File: config.mk
export PLATFORM = sky130hd
export DESIGN_NAME = letc_core_stage_memory2
export DESIGN_NICKNAME = d
export VERILOG_FILES = /design/src/rtl/letc_core_stage_memory2.sv
export SDC_FILE = /design/constraint.sdc
export NUM_CORES = 1
export LEC_CHECK = 0
export ABC_AREA = 1
export CAP_MARGIN = 40
export CORE_AREA = 2 2 139 141
export CTS_BUF_LIST = sky130_fd_sc_hd__clkbuf_16
export CTS_CLUSTER_DIAMETER = 50
export CTS_CLUSTER_SIZE = 25
export DETAILED_ROUTE_END_ITERATION = 6
export DIE_AREA = 0 0 141 143
export MAX_ROUTING_LAYER = met4
export PLACE_DENSITY = 0.85
export SLEW_MARGIN = 0
export SYNTH_ARGS = -nofsm -noshare
export SYNTH_HDL_FRONTEND = slang
export SYNTH_SLANG_ARGS = --single-unit
File: constraint.sdc
create_clock -name clk -period 4.45 [get_ports clk]
set_input_delay 1.335 -clock clk [delete_from_list [all_inputs] [get_ports clk]]
set_output_delay 1.335 -clock clk [all_outputs]
set_load 0.03 [all_outputs]
File: src/rtl/letc_core_stage_memory2.sv
// Second memory stage: holds the memory1 payload, waits for the DMSS response,
// extends load data and drives writeback, forwarding and hazard backpressure.
package letc_core_pkg;
  typedef enum logic [1:0] {RD_SRC_ALU = 2'd0, RD_SRC_MEM = 2'd1, RD_SRC_CSR = 2'd2} rd_src_e;
  typedef enum logic [1:0] {MEM_OP_NOP = 2'd0, MEM_OP_LOAD = 2'd1, MEM_OP_STORE = 2'd2} mem_op_e;
  typedef enum logic [1:0] {MEM_SIZE_BYTE = 2'd0, MEM_SIZE_HALF = 2'd1, MEM_SIZE_WORD = 2'd2} mem_size_e;

  typedef struct packed {
    logic [4:0]  rd_idx;
    logic        rd_we;
    rd_src_e     rd_src;
    logic [31:0] alu_result;
    logic [31:0] rs2_val;
    mem_op_e     mem_op;
    mem_size_e   mem_size;
    logic        mem_signed;
    logic        csr_we;
    logic [11:0] csr_idx;
    logic [31:0] csr_old_val;
    logic        sim_exit_req;
  } m1_to_m2_s;

  typedef struct packed {
    m1_to_m2_s   m1;
    logic [31:0] mem_rdata;
  } m2_to_w_s;

  localparam int M1_TO_M2_W = $bits(m1_to_m2_s);
  localparam int M2_TO_W_W  = $bits(m2_to_w_s);
endpackage

module letc_core_stage_memory2
  import letc_core_pkg::*;
(
  input  logic                  clk,
  input  logic                  rst_n,
  output logic                  m2_ready,
  input  logic                  m2_flush,
  input  logic                  m2_stall,
  input  logic                  m1_to_m2_valid,
  input  logic [M1_TO_M2_W-1:0] m1_to_m2,
  input  logic                  dmss1_rsp_valid,
  input  logic [31:0]           dmss1_rsp_rdata,
  output logic                  m2_to_w_valid,
  output logic [M2_TO_W_W-1:0]  m2_to_w,
  output logic                  fwd_instr_produces_rd,
  output logic [4:0]            fwd_rd_idx,
  output logic                  fwd_rd_val_avail,
  output logic [31:0]           fwd_rd_val
);
  typedef enum logic [1:0] {IDLE, WAIT, HAVE, DRAIN} state_e;

  state_e      state;
  m1_to_m2_s   in_next;
  m1_to_m2_s   ff_in;
  logic        ff_in_valid;
  logic [31:0] rsp_q;

  logic        load_mem;
  logic        needs_rsp;
  logic        live_rsp;
  logic        rsp_avail;
  logic [31:0] rsp_word;
  logic [7:0]  byte_val;
  logic [15:0] half_val;
  logic [31:0] load_val;
  logic [31:0] mem_rdata;
  m2_to_w_s    out;

  assign in_next   = m1_to_m2_s'(m1_to_m2);
  // WAIT is entered at the edge that loads the op, so a response in its first held cycle lands in WAIT.
  assign load_mem  = !m2_stall && !m2_flush && m1_to_m2_valid
                     && (in_next.mem_op == MEM_OP_LOAD || in_next.mem_op == MEM_OP_STORE);
  assign needs_rsp = ff_in_valid && (ff_in.mem_op == MEM_OP_LOAD || ff_in.mem_op == MEM_OP_STORE);
  assign live_rsp  = (state == WAIT) && dmss1_rsp_valid;
  assign rsp_avail = live_rsp || (state == HAVE);
  assign rsp_word  = live_rsp ? dmss1_rsp_rdata : rsp_q;

  always_ff @(posedge clk) begin
    if (!rst_n) begin
      state       <= IDLE;
      ff_in       <= '0;
      ff_in_valid <= 1'b0;
      rsp_q       <= '0;
    end else begin
      if (!m2_stall)
        ff_in <= in_next;
      if (m2_flush)
        ff_in_valid <= 1'b0;
      else if (!m2_stall)
        ff_in_valid <= m1_to_m2_valid;

      case (state)
        IDLE: if (load_mem) state <= WAIT;
        WAIT: begin
          if (m2_flush) begin
            state <= dmss1_rsp_valid ? IDLE : DRAIN;
          end else if (dmss1_rsp_valid) begin
            if (m2_stall) begin
              state <= HAVE;
              rsp_q <= dmss1_rsp_rdata;
            end else begin
              state <= load_mem ? WAIT : IDLE;
            end
          end
        end
        HAVE: begin
          if (m2_flush)
            state <= IDLE;
          else if (!m2_stall)
            state <= load_mem ? WAIT : IDLE;
        end
        DRAIN: if (dmss1_rsp_valid) state <= load_mem ? WAIT : IDLE;
        default: state <= IDLE;
      endcase
    end
  end

  always_comb begin
    byte_val = rsp_word[{ff_in.alu_result[1:0], 3'b000} +: 8];
    half_val = ff_in.alu_result[1] ? rsp_word[31:16] : rsp_word[15:0];
    case (ff_in.mem_size)
      MEM_SIZE_BYTE: load_val = {{24{ff_in.mem_signed & byte_val[7]}}, byte_val};
      MEM_SIZE_HALF: load_val = {{16{ff_in.mem_signed & half_val[15]}}, half_val};
      default:       load_val = rsp_word;
    endcase
    case (ff_in.mem_op)
      MEM_OP_LOAD:  mem_rdata = load_val;
      MEM_OP_STORE: mem_rdata = rsp_word;
      default:      mem_rdata = 32'h0;
    endcase
    case (ff_in.rd_src)
      RD_SRC_ALU: fwd_rd_val = ff_in.alu_result;
      RD_SRC_MEM: fwd_rd_val = load_val;
      RD_SRC_CSR: fwd_rd_val = ff_in.csr_old_val;
      default:    fwd_rd_val = 32'hDEADBEEF;
    endcase
  end

  assign m2_ready              = !(((state == WAIT) && !dmss1_rsp_valid) || (state == DRAIN));
  assign m2_to_w_valid         = ff_in_valid && !m2_flush && (!needs_rsp || rsp_avail);
  assign out.m1                = ff_in;
  assign out.mem_rdata         = mem_rdata;
  assign m2_to_w               = out;
  assign fwd_instr_produces_rd = ff_in_valid && ff_in.rd_we;
  assign fwd_rd_idx            = ff_in.rd_idx;
  assign fwd_rd_val_avail      = (ff_in.rd_src != RD_SRC_MEM) || rsp_avail;

`ifndef SYNTHESIS
  rsp_only_when_outstanding: assert property (@(posedge clk) disable iff (!rst_n)
    !(dmss1_rsp_valid && (state == IDLE || state == HAVE)));
`endif
endmodule

==> load_flow_metrics.sql <==
INSERT INTO impl_metrics (metric_group, metric, value, unit) VALUES
('status', 'outcome', 'finished clean', ''),
('synthesis', 'synthesis.yosys.warnings', '0', ''),
('sta', 'layout_min_cycle_time', '4.38', 'ns'),
('sta', 'fin_tns_setup', '0', 'ns'),
('power_and_ir_drop', 'power_density', '314', 'nW/um^2'),
('routing', 'antenna_violating_nets_post_route', '0', ''),
('sta', 'final_min_period_over_clock_period', '98.5', '%'),
('cells_and_area', 'final_layout_size_suffix_gt1_share', '18.7', '%'),
('global_routing', 'grt_start_max_net_pins', '93', ''),
('sta', 'fmaxAchievable', '0.228', 'GHz'),
('synthesis', 'synth_seq_area_share', '39.7', '%'),
('critical_path', 'critPathKind', 'in2out', ''),
('synthesis', 'postSynthCellCount', '1176', ''),
('placement', 'placed_area', '12400', 'um^2'),
('cells_and_area', 'postLayoutCellArea', '13200', 'um^2'),
('power_and_ir_drop', 'cellLeakagePower', '5.35', 'nW'),
('floorplanning', 'die_width', '141', 'um'),
('global_routing', 'grt_pass1_wl', '48300', 'um'),
('placement', 'place.detailed.instances', '1758', ''),
('sta', 'relSlewSlack', '40.1', '%'),
('synthesis', 'synthDominantAreaCellType', 'sky130_fd_sc_hd__dfxtp_1', ''),
('clock_network', 'tritoncts_num_sinks', '158', ''),
('synthesis', 'synth.most_common_cell', 'sky130_fd_sc_hd__nor2_1', ''),
('floorplanning', 'pin_count', '357', ''),
('synthesis', 'synthesis.area_per_instance', '6.77', 'um^2'),
('routing', 'routedWlPerCell', '18.4', 'um'),
('synthesis', 'synthFlopType', 'sky130_fd_sc_hd__dfxtp_1', ''),
('global_routing', 'globalRouteTotalUtil', '32.1', '%'),
('critical_path', 'worst_setup_path_start_kind', 'input port', ''),
('synthesis', 'synth-edff-count', '0', ''),
('clock_network', 'numCtsBuffers', '17', ''),
('sta', 'hold_viol', '0', ''),
('hold_path', 'holdCritPathClass', 'reg2reg', ''),
('sta', 'drv_slew', '0', ''),
('power_and_ir_drop', 'p_total', '4.15', 'mW'),
('run', 'cap_violations', '0', ''),
('synthesis', 'mappedNetlistArea', '7970', 'um^2'),
('cells_and_area', 'multi_input_area', '4340', 'um^2'),
('sta', 'grt_setup_unrepaired', 'no', ''),
('synthesis', 'synth_common_cells', '270 x sky130_fd_sc_hd__nor2_1, 185 x sky130_fd_sc_hd__nand2_1, 173 x sky130_fd_sc_hd__o21ai_0, 158 x sky130_fd_sc_hd__dfxtp_1, 77 x sky130_fd_sc_hd__nand3_1', ''),
('cells_and_area', 'postLayoutCoreUtil', '71.2', '%'),
('cells_and_area', 'area.growth.synth_to_final', '66.2', '%'),
('clock_network', 'root_driver', 'sky130_fd_sc_hd__clkbuf_16', ''),
('critical_path', 'arrival', '3.05', 'ns'),
('global_routing', 'initial_antenna_violation_count', '0', ''),
('power_and_ir_drop', 'worst_ir_drop_vdd', '0.252', 'mV'),
('sta', 'setup-violations-final', '0', ''),
('cells_and_area', 'sequential_cell_area', '3160', 'um^2'),
('synthesis', 'syn-num-nets', '1339', ''),
('routing', 'via_count', '9429', ''),
('critical_path', 'critical_path_peak_fanout', '2', ''),
('synthesis', 'yosys.cell_types.count', '34', ''),
('routing', 'drcViolationCount', '0', ''),
('sta', 'timing_worst_slew_pin_value', '0.897', 'ns'),
('synthesis', 'synth.area.top_cells', 'sky130_fd_sc_hd__dfxtp_1 40%, sky130_fd_sc_hd__nor2_1 13%, sky130_fd_sc_hd__o21ai_0 11%', ''),
('floorplanning', 'std_cell_rows', '50', ''),
('placement', 'post-dp-hpwl', '24600', 'um'),
('placement', 'port_buffers', '356', ''),
('clock_network', 'cts_max_level', '4', ''),
('clock_network', 'ctsHoldBuffers', '0', ''),
('routing', 'viasPerCell', '5.26', ''),
('global_routing', 'overflow_after_grt', '0', ''),
('cells_and_area', 'layout_nets', '1709', ''),
('routing', 'dr.first_iter.drc_count', '781', ''),
('synthesis', 'synth_top_area_share', '39.7', '%'),
('synthesis', 'postSynthRegisterBits', '158', ''),
('critical_path', 'timing.critical_path.to_type', 'output pin', ''),
('cells_and_area', 'fin_cells', '1793', ''),
('cells_and_area', 'fillCellCount', '1426', ''),
('synthesis', 'asyncSetResetFlopFracSynth', '0', '%'),
('routing', 'routed_wl', '32900', 'um');
worst max-delay path: stages:
cell,delay (ns)
sky130_fd_sc_hd__clkdlybuf4s50_1,0.46
sky130_fd_sc_hd__inv_1,0.09
sky130_fd_sc_hd__o21ai_2,0.19
sky130_fd_sc_hd__inv_1,0.08
sky130_fd_sc_hd__nand2_1,0.09
sky130_fd_sc_hd__o21ai_0,0.09
sky130_fd_sc_hd__nand2_1,0.07
sky130_fd_sc_hd__nand3_1,0.07
sky130_fd_sc_hd__inv_2,0.08
sky130_fd_sc_hd__nand2_1,0.06
sky130_fd_sc_hd__a21oi_1,0.17
sky130_fd_sc_hd__buf_4,0.15
sky130_fd_sc_hd__buf_12,0.11
report_power, final:
| group | internal (mW) | total [mW] | switching [mW] |
|---|---|---|---|
| clock | 0.755 | 1.47 | 0.712 |
| combinational | 0.480 | 1.13 | 0.648 |
| sequential | 1.49 | 1.56 | 0.0653 |
| total | 2.73 | 4.15 | 1.43 |
worst paths after layout:
kind                             from    endpoint  slack (ns)  cells past startpoint
hold / removal               rsp_q[1]    rsp_q[1]        0.47                      2
hold reg to reg              rsp_q[1]    rsp_q[1]        0.47                      2
setup / recovery  dmss1_rsp_rdata[28]  m2_to_w[4]        0.07                     13
setup reg to reg             state[0]    rsp_q[0]        2.67                      6
layout make-up:
cell class / instances / share of cell area [%]
Sequential cell: 158 / 23.9
Clock buffer: 17 / 3.21
Tap cell: 234 / 2.21
Clock inverter: 15 / 1.23
Timing Repair Buffer: 443 / 35.0
Multi-Input combinational cell: 867 / 32.8
Inverter: 59 / 1.71
stage by stage:
step	setup slack, ns	hold WS (ns)
final	0.0676	0.471
after global routing	0.000104	0.494
after CTS	-0.0117	0.466
after detailed placement	-0.440	0.451
after global placement	-0.443	0.445
after floorplan	0.376	0.434
kinds of logic after synthesis:
family | Yosys count | synth area share [%]
compound gates | 283 | 19.9
fa+ha+maj | 2 | 0.314
buf+inv | 152 | 8.58
flops | 158 | 39.7
simple gates | 581 | 31.5
what timing repair did:
action / in CTS / in global routing
pin swaps: 8 / 12
setup endpoints to repair: 64 / 61
setup buffers: 1 / 1
resized for setup: 32 / 36
gates cloned: 0 / 1
cell usage in the layout, fill, tap and decap left out, types with 22 or more instances in the layout:
cell and n:
sky130_fd_sc_hd__a21oi_1 22, sky130_fd_sc_hd__a21oi_2 24, sky130_fd_sc_hd__a211oi_1 24, sky130_fd_sc_hd__dfxtp_1 158, sky130_fd_sc_hd__buf_4 106, sky130_fd_sc_hd__nand3_1 69, sky130_fd_sc_hd__nand3_2 22, sky130_fd_sc_hd__inv_1 53
sky130_fd_sc_hd__clkdlybuf4s50_1 283, sky130_fd_sc_hd__nor2_1 268, sky130_fd_sc_hd__nand2_1 185, sky130_fd_sc_hd__o21ai_0 165, sky130_fd_sc_hd__buf_12 43
state kept, by name, summed over array words and instances, names as in the netlist:
register	count
state	2
rsp_q	32
ff_in_valid	1
m2_to_w	118
fwd_rd_idx	5
metal layers:
layer  GRT usage [%]  vias up  share of wire, %
met3            7.18       67               7.9
met5               -        -                 0
met4            14.1        0               3.8
li1                -     4588                 -
met1            38.3     4335                40
met2            52.3      439                49
Note: power is estimated with default switching activity, not from simulation.
